<file path="config.mk">
export PLATFORM = sky130hd
export DESIGN_NAME = ddr_burst_splitter_flat
export DESIGN_NICKNAME = d
export VERILOG_FILES = /design/src/rtl/ddr_burst_splitter_if.sv /design/src/rtl/ddr_burst_splitter.sv /design/src/flat_wrapper.sv
export SDC_FILE = /design/constraint.sdc
export NUM_CORES = 1
export LEC_CHECK = 0
export BUFFER_PORTS_ARGS = -buffer_cell sky130_fd_sc_hd__buf_4
export CORE_ASPECT_RATIO = 2
export CORE_UTILIZATION = 47
export DETAILED_ROUTE_END_ITERATION = 7
export PLACE_DENSITY = 0.87
export SLEW_MARGIN = 5
export SYNTH_ARGS = -nofsm -noshare
export SYNTH_HDL_FRONTEND = slang
export SYNTH_SLANG_ARGS = --single-unit
</file>
<file path="constraint.sdc">
create_clock -name clk -period 6.7 [get_ports clk]
set_input_delay 1.34 -clock clk [delete_from_list [all_inputs] [get_ports clk]]
set_output_delay 1.34 -clock clk [all_outputs]
set_load 0.005 [all_outputs]
</file>
<file path="src/rtl/ddr_burst_splitter_if.sv">
// Command, write, response and read bus between an AXI-style master
// and a DDR controller front end; used on both sides of the splitter.
interface ddr_burst_splitter_if #(
    parameter int AW = 27
);
    logic          arw_valid;
    logic          arw_ready;
    logic [AW-1:0] arw_addr;
    logic [7:0]    arw_len;
    logic          arw_write;
    logic [1:0]    arw_id;
    logic          wvalid;
    logic          wready;
    logic [31:0]   wdata;
    logic [3:0]    wstrb;
    logic          wlast;
    logic          bvalid;
    logic          bready;
    logic [1:0]    bid;
    logic          rvalid;
    logic          rlast;
    logic [31:0]   rdata;
    logic [1:0]    rid;

    modport master (
        output arw_valid, arw_addr, arw_len, arw_write, arw_id,
        output wvalid, wdata, wstrb, wlast, bready,
        input  arw_ready, wready, bvalid, bid,
        input  rvalid, rlast, rdata, rid
    );

    modport slave (
        input  arw_valid, arw_addr, arw_len, arw_write, arw_id,
        input  wvalid, wdata, wstrb, wlast, bready,
        output arw_ready, wready, bvalid, bid,
        output rvalid, rlast, rdata, rid
    );
endinterface

</file>
<file path="src/rtl/ddr_burst_splitter.sv">
// Splits upstream bursts into controller commands that stay inside one
// DRAM row and never exceed MAX_BEATS beats; one command in flight.
module ddr_burst_splitter #(
    parameter int ROW_BITS  = 13,
    parameter int COL_BITS  = 11,
    parameter int MAX_BEATS = 64
) (
    input logic clk,
    input logic reset,
    ddr_burst_splitter_if.slave  u,
    ddr_burst_splitter_if.master d
);
    localparam int AW        = ROW_BITS + COL_BITS + 3;
    localparam int ROW_BEATS = 2 ** (COL_BITS - 1);
    localparam logic [8:0] MAXB = 9'(MAX_BEATS);

    typedef enum logic [2:0] {
        IDLE, CMD, WDATA, DRESP, UBRESP, RDATA
    } state_t;

    state_t              state, state_nx;
    logic [AW-1:0]       addr, addr_nx;
    logic [1:0]          id, id_nx;
    logic                write, write_nx;
    logic [8:0]          rem, rem_nx;
    logic [7:0]          cnt, cnt_nx;
    logic [COL_BITS-2:0] word;
    logic [COL_BITS-1:0] to_row;
    logic [8:0]          chunk;
    logic                unused_ok;

    assign word   = addr[COL_BITS:2];
    assign to_row = COL_BITS'(ROW_BEATS) - {1'b0, word};

    always_comb begin
        chunk = rem;
        if (to_row < COL_BITS'(chunk)) chunk = to_row[8:0];
        if (MAXB < chunk) chunk = MAXB;
    end

    always_ff @(posedge clk) begin
        if (reset) begin
            state <= IDLE;
            addr  <= '0;
            id    <= '0;
            write <= 1'b0;
            rem   <= '0;
            cnt   <= '0;
        end else begin
            state <= state_nx;
            addr  <= addr_nx;
            id    <= id_nx;
            write <= write_nx;
            rem   <= rem_nx;
            cnt   <= cnt_nx;
        end
    end

    always_comb begin
        state_nx = state;
        addr_nx  = addr;
        id_nx    = id;
        write_nx = write;
        rem_nx   = rem;
        cnt_nx   = cnt;
        unique case (state)
            IDLE: if (u.arw_valid) begin
                addr_nx  = u.arw_addr;
                id_nx    = u.arw_id;
                write_nx = u.arw_write;
                rem_nx   = {1'b0, u.arw_len} + 9'd1;
                state_nx = CMD;
            end
            CMD: if (d.arw_ready) begin
                // Address wraps freely into the next row, bank or 0.
                addr_nx  = addr + AW'({chunk, 2'b00});
                rem_nx   = rem - chunk;
                cnt_nx   = 8'(chunk - 9'd1);
                state_nx = write ? WDATA : RDATA;
            end
            WDATA: if (u.wvalid && d.wready) begin
                cnt_nx = cnt - 8'd1;
                if (cnt == 8'd0) state_nx = DRESP;
            end
            DRESP: if (d.bvalid) begin
                state_nx = (rem != 9'd0) ? CMD : UBRESP;
            end
            UBRESP: if (u.bready) state_nx = IDLE;
            RDATA: if (d.rvalid && d.rlast) begin
                state_nx = (rem != 9'd0) ? CMD : IDLE;
            end
            default: state_nx = IDLE;
        endcase
    end

    assign u.arw_ready = !reset && state == IDLE;

    assign d.arw_valid = !reset && state == CMD;
    assign d.arw_addr  = addr;
    assign d.arw_len   = 8'(chunk - 9'd1);
    assign d.arw_write = write;
    assign d.arw_id    = id;

    assign d.wvalid = !reset && state == WDATA && u.wvalid;
    assign u.wready = !reset && state == WDATA && d.wready;
    assign d.wdata  = u.wdata;
    assign d.wstrb  = u.wstrb;
    assign d.wlast  = cnt == 8'd0;

    // Only one command is ever outstanding, so responses are always taken.
    assign d.bready = 1'b1;
    assign u.bvalid = !reset && state == UBRESP;
    assign u.bid    = id;

    assign u.rvalid = !reset && state == RDATA && d.rvalid;
    assign u.rdata  = d.rdata;
    assign u.rid    = id;
    assign u.rlast  = u.rvalid && d.rlast && rem == 9'd0;

    assign unused_ok = ^{u.wlast, d.bid, d.rid};
endmodule

</file>
<file path="src/flat_wrapper.sv">
// flat-port wrapper written by rule: the top's interface ports become plain ports
module ddr_burst_splitter_flat 
#(
    parameter int ROW_BITS  = 13,
    parameter int COL_BITS  = 11,
    parameter int MAX_BEATS = 64
)
  (clk, reset, u_arw_valid, u_arw_addr, u_arw_len, u_arw_write, u_arw_id, u_wvalid, u_wdata, u_wstrb, u_wlast, u_bready, u_arw_ready, u_wready, u_bvalid, u_bid, u_rvalid, u_rlast, u_rdata, u_rid, d_arw_valid, d_arw_addr, d_arw_len, d_arw_write, d_arw_id, d_wvalid, d_wdata, d_wstrb, d_wlast, d_bready, d_arw_ready, d_wready, d_bvalid, d_bid, d_rvalid, d_rlast, d_rdata, d_rid);
  ddr_burst_splitter_if #(.AW(27)) u_i ();
  ddr_burst_splitter_if #(.AW(27)) d_i ();
  input logic clk;
  input logic reset;
  input wire logic [$bits(u_i.arw_valid)-1:0] u_arw_valid;
  input wire logic [$bits(u_i.arw_addr)-1:0] u_arw_addr;
  input wire logic [$bits(u_i.arw_len)-1:0] u_arw_len;
  input wire logic [$bits(u_i.arw_write)-1:0] u_arw_write;
  input wire logic [$bits(u_i.arw_id)-1:0] u_arw_id;
  input wire logic [$bits(u_i.wvalid)-1:0] u_wvalid;
  input wire logic [$bits(u_i.wdata)-1:0] u_wdata;
  input wire logic [$bits(u_i.wstrb)-1:0] u_wstrb;
  input wire logic [$bits(u_i.wlast)-1:0] u_wlast;
  input wire logic [$bits(u_i.bready)-1:0] u_bready;
  output wire logic [$bits(u_i.arw_ready)-1:0] u_arw_ready;
  output wire logic [$bits(u_i.wready)-1:0] u_wready;
  output wire logic [$bits(u_i.bvalid)-1:0] u_bvalid;
  output wire logic [$bits(u_i.bid)-1:0] u_bid;
  output wire logic [$bits(u_i.rvalid)-1:0] u_rvalid;
  output wire logic [$bits(u_i.rlast)-1:0] u_rlast;
  output wire logic [$bits(u_i.rdata)-1:0] u_rdata;
  output wire logic [$bits(u_i.rid)-1:0] u_rid;
  output wire logic [$bits(d_i.arw_valid)-1:0] d_arw_valid;
  output wire logic [$bits(d_i.arw_addr)-1:0] d_arw_addr;
  output wire logic [$bits(d_i.arw_len)-1:0] d_arw_len;
  output wire logic [$bits(d_i.arw_write)-1:0] d_arw_write;
  output wire logic [$bits(d_i.arw_id)-1:0] d_arw_id;
  output wire logic [$bits(d_i.wvalid)-1:0] d_wvalid;
  output wire logic [$bits(d_i.wdata)-1:0] d_wdata;
  output wire logic [$bits(d_i.wstrb)-1:0] d_wstrb;
  output wire logic [$bits(d_i.wlast)-1:0] d_wlast;
  output wire logic [$bits(d_i.bready)-1:0] d_bready;
  input wire logic [$bits(d_i.arw_ready)-1:0] d_arw_ready;
  input wire logic [$bits(d_i.wready)-1:0] d_wready;
  input wire logic [$bits(d_i.bvalid)-1:0] d_bvalid;
  input wire logic [$bits(d_i.bid)-1:0] d_bid;
  input wire logic [$bits(d_i.rvalid)-1:0] d_rvalid;
  input wire logic [$bits(d_i.rlast)-1:0] d_rlast;
  input wire logic [$bits(d_i.rdata)-1:0] d_rdata;
  input wire logic [$bits(d_i.rid)-1:0] d_rid;
  assign u_i.arw_valid = u_arw_valid;
  assign u_i.arw_addr = u_arw_addr;
  assign u_i.arw_len = u_arw_len;
  assign u_i.arw_write = u_arw_write;
  assign u_i.arw_id = u_arw_id;
  assign u_i.wvalid = u_wvalid;
  assign u_i.wdata = u_wdata;
  assign u_i.wstrb = u_wstrb;
  assign u_i.wlast = u_wlast;
  assign u_i.bready = u_bready;
  assign u_arw_ready = u_i.arw_ready;
  assign u_wready = u_i.wready;
  assign u_bvalid = u_i.bvalid;
  assign u_bid = u_i.bid;
  assign u_rvalid = u_i.rvalid;
  assign u_rlast = u_i.rlast;
  assign u_rdata = u_i.rdata;
  assign u_rid = u_i.rid;
  assign d_arw_valid = d_i.arw_valid;
  assign d_arw_addr = d_i.arw_addr;
  assign d_arw_len = d_i.arw_len;
  assign d_arw_write = d_i.arw_write;
  assign d_arw_id = d_i.arw_id;
  assign d_wvalid = d_i.wvalid;
  assign d_wdata = d_i.wdata;
  assign d_wstrb = d_i.wstrb;
  assign d_wlast = d_i.wlast;
  assign d_bready = d_i.bready;
  assign d_i.arw_ready = d_arw_ready;
  assign d_i.wready = d_wready;
  assign d_i.bvalid = d_bvalid;
  assign d_i.bid = d_bid;
  assign d_i.rvalid = d_rvalid;
  assign d_i.rlast = d_rlast;
  assign d_i.rdata = d_rdata;
  assign d_i.rid = d_rid;
  ddr_burst_splitter #(.ROW_BITS(ROW_BITS), .COL_BITS(COL_BITS), .MAX_BEATS(MAX_BEATS)) u_core (.clk(clk), .reset(reset), .u(u_i), .d(d_i));
endmodule
</file>
==> out/qor.yml <==
sta:
  worst_slew_pin_slew_ns: 0.761
  fin_skew_ns: 0.0110
  period_needed_ns: 6.20
  hold_viol: 0
  max_freq_mhz: 161
  setup_tns_ns: 0
  fin_crit_sh: 0.925
  finalWorstSetupSlack_ns: 0.501
  relSlewSlack: 0.492
  setup_violations: 0
  drv_slew: 0
  rsz0062_at_grt: "no"
cts:
  postCtsSetupRepairBufs: 0
  clock_path_buffers: 2
  cts_htree_levels: 2
  cts_sinks: 50
  cts_buffers: 5
  cts_tree: "yes"
  cts_root_buf: "clkbuf_16"
  cts_hold_buf: 0
  cts_resized: 0
  clk_latency_ns: 0.30
  clk_pin_slew_ns: 0.07
detailed_routing:
  drt_iter0_markers: 310
  drtAntennaViolNets: 0
  wire_per_inst_um: 18.3
  vias: 4863
  routed_wl_mm: 14.7
  firstDrtPassIters: 5
  drc: 0
  viasPerCell: 6.03
worst_setup_path:
  crit_slowest_cell: "or4b_1"
  crit_top_cell: "ha_1"
  cp-start-kind: "flip-flop"
  rrSetupSlack_ns: 0.65
  slowest_delay_ns: 0.55
  crit_type: "flip-flop to output port"
  worstSetupEndpointType: "output port"
  r2r-start: "u_core.d.arw_addr[3]"
  cp.arrival_ns: 4.86
  required_ns: 5.36
  r2r_end: "u_core.d.arw_addr[20]"
  path_buf_inv: 3
  ff2ff_path_depth: 23
  cpLargestDelayFamily: "simple AND/OR/NAND/NOR gates"
  path_max_fanout: 12
  cp_cell_sequence: "inv_1 > ha_1 > or4b_1 > o21ai_0 > and2_1 > ha_1 > a21oi_1 > o21ai_0 > a21oi_1 > o211ai_4 > nor2b_4 > a22oi_1 > ha_1 > inv_1 > or4_1 > and2_1 > buf_4"
min_path:
  worst_hold_path_type: "flip-flop to flip-flop"
  min_to: "u_core.d.arw_addr[1]"
  hold_start: "u_core.d.arw_addr[1]"
  hold_depth: 2
yosys:
  synth_top_area_share: 0.200
  synth.distinct_cells: 75
  ys_seq_area_frac: 0.200
  syn_area_um2: 5000
  ys_async_sr_fraction: 0
  netlist_top_cells_area: "dfxtp_1, buf_4, ha_1"
  yosys.area.top_type: "dfxtp_1"
  synth.ff_latch_count: 50
  ys.flop_type: "dfxtp_1"
  yosys_warnings: 0
  syn_inst: 670
  synth-edff-count: 0
  avgSynthCellArea_um2: 7.46
cells_and_area:
  diodes: 0
  final-seq-area_um2: 1000
  layout-drive-gt1-share: 0.190
  area_delta_synth_final_pct: 8.24
  multi_input_area_um2: 3190
  final_area_um2: 5410
  fillers: 986
  final_nets: 824
global_route:
  grt_max_degree: 54
  grt_pass1_wl_mm: 23.3
  grt_overflow_total: 0
  grt_pass1_vias: 4771
  antenna_found_initial: 0
  grt.total_usage: 0.275
floorplan:
  fp.dieH_um: 148
  dieArea_um2: 11100
  ios: 240
  die_x_um: 74.9
  initial_utilization: 0.489
  fp-row-count: 52
  coreArea_um2: 10200
placement:
  place_ws_ns: 0.781
  dpl-instance-area_um2: 5240
  hpwl_mm: 11.1
  routabilityCongestion: 0.960
  port_buffers: 97
flow_run:
  drv_cap: 0
power:
  leakagePower_uw: 0.00238
  p_total_uw: 1660
  ir_drop_mv: 0.172
  power_density_nw_per_um2: 306
status:
  status: "complete, no violations"
==> layout by cell type (no fill, tap or decap), types with 10 or more instances in the layout <==
master	count
nor2_1	59
o21ai_0	23
nand2_1	73
nor4_1	11
ha_1	30
and3_1	12
a21oi_1	40
mux2i_1	17
a211oi_1	13
xnor2_1	14
nand3_1	17
inv_1	28
dfxtp_1	50
xor2_1	10
buf_4	102
nor3_1	16
==> registers in the layout, summed over array words and instances (netlist names) <==
register and flops:
u_core.rem 9, u_core.d.arw_write 1, u_core.d.arw_addr 27, u_core.state 3
u_core.d.arw_id 2, u_core.cnt 8
==> worst reg2reg max path, cell delays in order (launching register included) <==
cell and delay [ns]:
dfxtp_1 0.41, inv_1 0.10, ha_1 0.25, or4b_1 0.55, o21ai_0 0.16, and2_1 0.26, ha_1 0.29, a21oi_1 0.14
o21ai_0 0.10, a21oi_1 0.23, o211ai_4 0.23, a211oi_4 0.41, a22oi_1 0.26, inv_1 0.16, ha_1 0.20, fa_1 0.21
a21oi_1 0.08, o21bai_1 0.25, a21oi_1 0.14, o31ai_1 0.59, nand2_1 0.37, nor2_1 0.20, mux2i_1 0.24, a221oi_1 0.11
==> synth_stat cells (6+ instances only) <==
| master | n |
|---|---|
| a211oi_1 | 13 |
| or3_1 | 6 |
| o21ai_0 | 23 |
| a22oi_1 | 7 |
| nor4_1 | 11 |
| a21oi_1 | 40 |
| nand4_1 | 9 |
| clkbuf_1 | 29 |
| o211ai_1 | 6 |
| and3_1 | 12 |
| nand2_1 | 73 |
| xor2_1 | 10 |
| inv_1 | 28 |
| xnor2_1 | 14 |
| a31oi_1 | 8 |
| mux2i_1 | 17 |
| dfxtp_1 | 50 |
| ha_1 | 30 |
| nand3_1 | 17 |
| nor2_1 | 59 |
| buf_4 | 73 |
| nor3_1 | 17 |
| and2_1 | 9 |
| a221oi_1 | 8 |
| nand2b_1 | 9 |
| a21o_1 | 6 |
| a311oi_1 | 7 |
==> report_power, final <==
| part | switching, uW | internal, uW |
|---|---|---|
| Sequential | 83.0 | 344 |
| Combinational | 522 | 405 |
| Clock | 122 | 178 |
==> cell families after synthesis <==
logic type      count (synthesis)  synth area share
simple gates                  243             0.239
other cells                     2           0.00150
fa+ha+maj                      32            0.0831
flops                          50             0.200
mux                            21            0.0446
buf+inv                       139             0.163
xor+xnor                       24            0.0421
compound gates                159             0.226
==> metrics by stage <==
step	util	hold WS, ns	cells
floorplan	-	0.441	672
detailed placement	0.513	0.453	799
finish	0.530	0.459	807
CTS	0.530	0.463	807
global route	0.530	0.484	807
global placement	0.513	0.448	799
==> worst max path at each step <==
stage / startpoint / end / slack, ns / cells past startpoint
final: u_core.d.arw_addr[3] / d_arw_len[4] / 0.50 / 17
after global routing: u_core.d.arw_addr[3] / u_core.d.arw_addr[20] / 0.21 / 23
after CTS: u_core.d.arw_addr[3] / d_arw_len[4] / 0.53 / 17
after detailed placement: u_core.d.arw_addr[3] / u_core.d.arw_addr[26] / 0.78 / 23
after global placement: u_core.d.arw_addr[3] / u_core.d.arw_addr[20] / 0.81 / 23
after floorplan: u_core.d.arw_addr[2] / d_arw_len[4] / 1.30 / 18
==> cell type report <==
cell class,count,share of cell area
multi-input cells,483,0.590
flip-flops and latches,50,0.185
repair buffers,102,0.142
well taps,135,0.0312
clock buffers,5,0.0231
inverters,29,0.0201
clock inverters,3,0.00879
==> layer usage <==
| layer | wire [um] | track usage |
|---|---|---|
| met3 | 819 | 0.0266 |
| met1 | 4780 | 0.260 |
| met5 | 0 | 0 |
| met2 | 7830 | 0.495 |
| met4 | 1310 | 0.238 |
(Power assumes the default switching activity.)
